File: src/rtl/i2s_transmitter.sv
// I2S serial output stage: accepts stereo pairs over valid/ready, buffers one
// pending pair, and shifts them MSB-first onto sd with the I2S one-bit delay.
module i2s_transmitter #(
    parameter int SR_WIDTH        = 32,
    parameter bit UNDERRUN_REPEAT = 1'b1
) (
    input  logic                sck,
    input  logic                reset,
    input  logic                ws,
    input  logic [SR_WIDTH-1:0] in_L,
    input  logic [SR_WIDTH-1:0] in_R,
    input  logic                in_valid,
    output logic                in_ready,
    output logic                sd,
    output logic                frame_start,
    output logic                underrun,
    output logic [15:0]         underrun_count
);

    typedef enum logic {
        S_UNSYNCED = 1'b0,
        S_SYNCED   = 1'b1
    } state_t;

    state_t              state;
    state_t              state_next;
    logic                ws_d;
    logic                pend_full;
    logic [SR_WIDTH-1:0] pend_l;
    logic [SR_WIDTH-1:0] pend_r;
    logic [SR_WIDTH-1:0] act_l;
    logic [SR_WIDTH-1:0] act_r;
    logic [SR_WIDTH-1:0] shreg;
    logic                left_edge;
    logic                right_edge;
    logic                accept;
    logic                load_left;
    logic                load_right;

    assign in_ready = ~pend_full;

    // The first left edge both synchronises and loads, so no partial word is sent.
    always_comb begin
        left_edge  = ws_d & ~ws;
        right_edge = ~ws_d & ws;
        accept     = in_valid & ~pend_full;
        state_next = state;
        load_left  = 1'b0;
        load_right = 1'b0;
        case (state)
            S_UNSYNCED: begin
                if (left_edge) begin
                    state_next = S_SYNCED;
                    load_left  = 1'b1;
                end
            end
            S_SYNCED: begin
                load_left  = left_edge;
                load_right = right_edge;
            end
            default: state_next = S_UNSYNCED;
        endcase
    end

    always_ff @(posedge sck or posedge reset) begin
        if (reset) begin
            state <= S_UNSYNCED;
        end else begin
            state <= state_next;
        end
    end

    // NOTE: every register here, including the sample buffers, is reset so that an
    // asynchronous reset mid-word leaves nothing stale to be replayed later.
    always_ff @(posedge sck or posedge reset) begin
        if (reset) begin
            ws_d           <= 1'b0;
            pend_full      <= 1'b0;
            pend_l         <= '0;
            pend_r         <= '0;
            act_l          <= '0;
            act_r          <= '0;
            shreg          <= '0;
            frame_start    <= 1'b0;
            underrun       <= 1'b0;
            underrun_count <= '0;
        end else begin
            ws_d        <= ws;
            frame_start <= load_left;
            underrun    <= load_left & ~pend_full;

            if (accept) begin
                pend_l <= in_L;
                pend_r <= in_R;
            end

            // A same-edge accept wins: the transfer below still reads the old pend_*.
            if (accept) begin
                pend_full <= 1'b1;
            end else if (load_left) begin
                pend_full <= 1'b0;
            end

            if (load_left) begin
                if (pend_full) begin
                    act_l <= pend_l;
                    act_r <= pend_r;
                    shreg <= pend_l;
                end else begin
                    if (underrun_count != 16'hFFFF) begin
                        underrun_count <= underrun_count + 16'd1;
                    end
                    if (UNDERRUN_REPEAT) begin
                        shreg <= act_l;
                    end else begin
                        shreg <= '0;
                        act_l <= '0;
                        act_r <= '0;
                    end
                end
            end else if (load_right) begin
                shreg <= act_r;
            end else begin
                shreg <= {shreg[SR_WIDTH-2:0], 1'b0};
            end
        end
    end

    // sd launches on the falling edge, half a bit after the rising-edge load.
    always_ff @(negedge sck or posedge reset) begin
        if (reset) begin
            sd <= 1'b0;
        end else begin
            sd <= shreg[SR_WIDTH-1];
        end
    end

endmodule

File: config.mk
export PLATFORM = sky130hd
export DESIGN_NAME = i2s_transmitter
export DESIGN_NICKNAME = d
export VERILOG_FILES = /design/src/rtl/i2s_transmitter.sv
export SDC_FILE = /design/constraint.sdc
export NUM_CORES = 1
export LEC_CHECK = 0
export ABC_AREA = 1
export BUFFER_PORTS_ARGS = -buffer_cell sky130_fd_sc_hd__buf_2
export CAP_MARGIN = 30
export CORE_ASPECT_RATIO = 1.1
export CORE_MARGIN = 2
export CORE_UTILIZATION = 40
export DETAILED_ROUTE_END_ITERATION = 8
export PLACE_DENSITY = 0.61
export SKIP_LAST_GASP = 1
export SLEW_MARGIN = 20
export SYNTH_ARGS = -nofsm -noshare
export SYNTH_HDL_FRONTEND = slang
export SYNTH_SLANG_ARGS = --single-unit
File: constraint.sdc
create_clock -name sck -period 11.7 [get_ports sck]
set_input_delay 0.585 -clock sck [delete_from_list [all_inputs] [get_ports sck]]
set_output_delay 0.585 -clock sck [all_outputs]
set_load 0.03 [all_outputs]
* Word level (Yosys, flattened, before mapping)
Index checks and enable logic that the tools add are counted.
** Word-level totals
- Bits in latches :: 0
- Memories :: 0
- Input bits :: 68
- Flip-flop bits (word level) :: 182
- Memory bits (read-only) :: 0
- RAM bits :: 0
- Word-level logic and storage cells :: 34
** Cells by class
- Shift-type cells :: 0
- Multiplexer cells :: 9
- Bitwise operators :: 8
- Reduce and logical (&&, ||, !) cells :: 3
- $mul :: 0
- Div/mod/pow operators :: 0
- Add/sub/neg operators :: 1
- Eq/ne operators :: 1
- $lt $le $gt $ge :: 0
** Operators with widths (number)
- $mux 32 :: 3
- $add 16x1->16 const B :: 1
- $ne 16x16->1 const B :: 1
- $mux 1 :: 5
- $and 1x1->1 :: 4
- $not 1->1 :: 4
- $reduce_and 3->1 :: 1
- $pmux 1 s2 :: 1
- $reduce_and 2->1 :: 1
- $reduce_bool 2->1 :: 1

* Longest topological paths before layout
- Word-level depth :: 6
- Gate-level depth with buffers :: 9
- Mapped depth without buffers :: 9

==> metrics.md <==
| Metric | Value |
|---|---|
| Outcome | finished, final reports clean |
| P&R area growth vs syn | 16.70% |
| Reg2Reg Depth | 0 |
| Clock skew | 0.02576 ns |
| Seq pwr share | 0.501 |
| Mapped Cells | 870 |
| Fin area | 8919 um^2 |
| Cell Pwr Density | 188.6 nW/um^2 |
| Unrepaired setup endpoints after global routing | false |
| Detail Route Antenna Nets | 0 |
| Clk slew on worst S/H paths | 0.07 ns |
| Largest buffer count on any clock path | 2 |
| PortBufs | 87 |
| Synthesis-stage register bit count | 182 |
| Initial antenna violation count | 0 |
| Relative slew slack | 0.4964 |
| Worst reg2reg endpoint | sd$_DFF_NP0_ |
| R2r startpoint | shreg[31]$_DFF_PP0_ |
| Adder-cell share of the synthesized area | 0.001637 |
| Vias | 5663 |
| Final std cells w/o fill | 1205 |
| Vias per cell | 4.700 |
| Post-Syn Nets | 939 |
| Pre-CTS setup slack | 4.723 ns |
| Fill cells | 1861 |
| Clock Sinks | 182 |
| Data arrival, critical path | 6.81 ns |
| Pleak | 4.582 nW |
| Seq/Total Area, Yosys | 0.5959 |
| Vias in the first global route | 5591 |
| Critical Path Sink Type | output port |
| Slowest CP cell | dfrtn_1 |
| Fin worst setup slack | 4.305 ns |
| CP bufs+invs | 1 |
| Layout cell share with drive strength beyond 1 | 0.1545 |
| Die area | 20230 um^2 |
| Largest family of logic cells by synthesized area | simple AND/OR/NAND/NOR gates |
| Setup violators final | 0 |
| Switching share of power | 0.2830 |
| Distinct cells, synth | 26 |
| Hold Crit Class | input pin to async pin |
| Global route overflow | 0 |
| Die H | 149.0 um |
| Combinational share of power | 0.157 |
| Detailed Route WL | 15290 um |
| CTS tree | done |
| CP max FO | 1 |
| Hold WS | 0.2160 ns |
| Clock root cell | clkbuf_16 |
| Inserted Clock Buffers | 17 |
| Commonest non-fill, non-tap cell in the layout | nand2_1 |
| # resized after CTS | 0 |
| Crit path required time | 11.12 ns |
| Clock share of power | 0.341 |
| Placed Cells | 1172 |
| Synth Area in Compound Gates | 0.09741 |
| Max Cap Violations | 0 |
| Number of hold violations in the final report | 0 |
| Cell Area, Synth | 7642 um^2 |
| Starting density of the core | 0.4044 |
| Post-synthesis mux area share | 0.01326 |
| Crit path from | sd$_DFF_NP0_ |
| Ant diodes | 0 |
| Worst Max-Slew Pin Slew | 0.7554 ns |
| Pin count of the biggest net entering global routing | 79 |
| Nature of the critical path startpoint | flip-flop |
| Die X | 135.8 um |
| Hpwl dp | 9675 um |
| First-pass GRT wire length | 26650 um |
| Most frequent cells in the layout | 201 x nand2_1, 181 x dfrtp_1, 142 x inv_1 |
| Top delay family on crit path | flip-flops |
| Critical path class | flip-flop to output port |
| Final TNS setup | 0 ns |
| Post-CTS Setup Inserts | 0 |
| Synth Warn # | 0 |
| CTS Hold Bufs | 0 |
| Core area | 18900 um^2 |
| First-pass DRT Iterations | 4 |
| Cell Rows | 53 |
| Worst VDD drop | 0.1069 mV |
| Routed wire per std cell | 12.69 um |
| DRC violations left | 0 |
| Post-Place Cell Area | 8300 um^2 |
| Cells along the critical path | buf_2 |
| I/O pins | 88 |
| Xor and xnor area share after synthesis | 0.005730 |
| DRT iter0 DRCs | 325 |
| Critical path's largest stage delay | 0.37 ns |
| Reg-to-reg setup timing slack | 5.32 ns |
| Internal | 0.001206 W |
| Gpl congestion | 0.7725 |
| Final net count | 1014 |
| P_sw | 0.0004760 W |
| Simple-gate portion of the synthesized area | 0.1912 |
| Final Slew Violations | 0 |
| Mean Syn Cell Area | 8.784 um^2 |
| Max H-tree Level | 4 |
| Clock Latency Late Sink | 0.43 ns |
| GRT Util Overall | 0.1645 |
==> Yosys cell counts <==
| cell type | n | area share |
|---|---|---|
| clkbuf_1 | 16 | 0.0079 |
| o21ai_1 | 6 | 0.0039 |
| nand3_1 | 42 | 0.028 |
| nor2_1 | 109 | 0.054 |
| ha_1 | 1 | 0.0016 |
| nand2_1 | 203 | 0.10 |
| o21ai_0 | 29 | 0.019 |
| inv_2 | 1 | 0.00049 |
| dfrtp_1 | 181 | 0.59 |
| a21oi_1 | 56 | 0.037 |
| xor2_1 | 2 | 0.0023 |
| buf_6 | 1 | 0.0015 |
| inv_1 | 143 | 0.070 |
| o21ai_2 | 1 | 0.0011 |
| nor2_2 | 4 | 0.0033 |
| or2_2 | 1 | 0.00082 |
| dfrtn_1 | 1 | 0.0033 |
| o2111ai_1 | 31 | 0.036 |
| nor2_4 | 1 | 0.0015 |
| nand2_2 | 1 | 0.00082 |
| mux2_2 | 9 | 0.013 |
| buf_2 | 21 | 0.014 |
| o221ai_1 | 1 | 0.0011 |
| buf_4 | 1 | 0.00098 |
| xnor2_1 | 3 | 0.0034 |
| nand4_1 | 5 | 0.0041 |
==> layout make-up <==
class	count	area, um^2	area share
flip-flops and latches	182	4554	0.5107
repair buffers	95	535.5	0.06004
inverters	144	545.5	0.06117
multi-input cells	505	2384	0.2673
clock inverters	13	147.6	0.01655
well taps	247	309.0	0.03465
clock buffers	19	442.9	0.04966
==> stage by stage <==
stage | total power [W] | utilization
4_1_cts | 0.001701 | 0.4704
3_5_place_dp | 0.001124 | 0.4392
2_1_floorplan | 0.001044 | -
3_3_place_gp | 0.001112 | 0.4377
6_report | 0.001682 | 0.4719
5_1_grt | 0.001788 | 0.4719
==> state kept, by name, indices dropped and copies added (netlist names) <==
signal	count
act_l	32
act_r	32
pend_l	32
pend_r	32
shreg	32
underrun_count	16
frame_start	1
pend_full	1
sd	1
state	1
underrun	1
ws_d	1
==> metal layers <==
layer	GRT usage	vias to the layer above	part of all wire
li1	-	2861	-
met1	0.2273	2687	0.48
met2	0.2596	99	0.47
met3	0.03330	16	0.036
met4	0.05625	0	0.015
met5	0	-	0
==> power groups by stage <==
stage	logic, W	registers [W]	clock network (W)
detailed placement	0.000269	0.000855	0
CTS	0.000271	0.000844	0.000586
finish	0.000265	0.000843	0.000574
global route	0.000313	0.000862	0.000614
floorplan	0.000192	0.000852	0
global placement	0.000262	0.000850	0
==> how the worst max path moves through the flow <==
| stage | endpoint | slack (ns) | cells after the start |
|---|---|---|---|
| after floorplan | sd$_DFF_NP0_ | 0.50 | 1 |
| after global placement | sd | 4.72 | 1 |
| after detailed placement | sd | 4.72 | 1 |
| after CTS | sd | 4.29 | 1 |
| after global routing | sd | 4.27 | 1 |
| final | sd | 4.30 | 1 |
==> kinds of logic (layout without fill, tap and decap cells) <==
logic type	Yosys count	count (layout)
mux	9	9
flops	182	182
fa+ha+maj	1	1
simple gates	366	366
xor+xnor	5	5
buf+inv	183	271
compound gates	124	124
No activity file was read; power rests on OpenSTA's default activity.
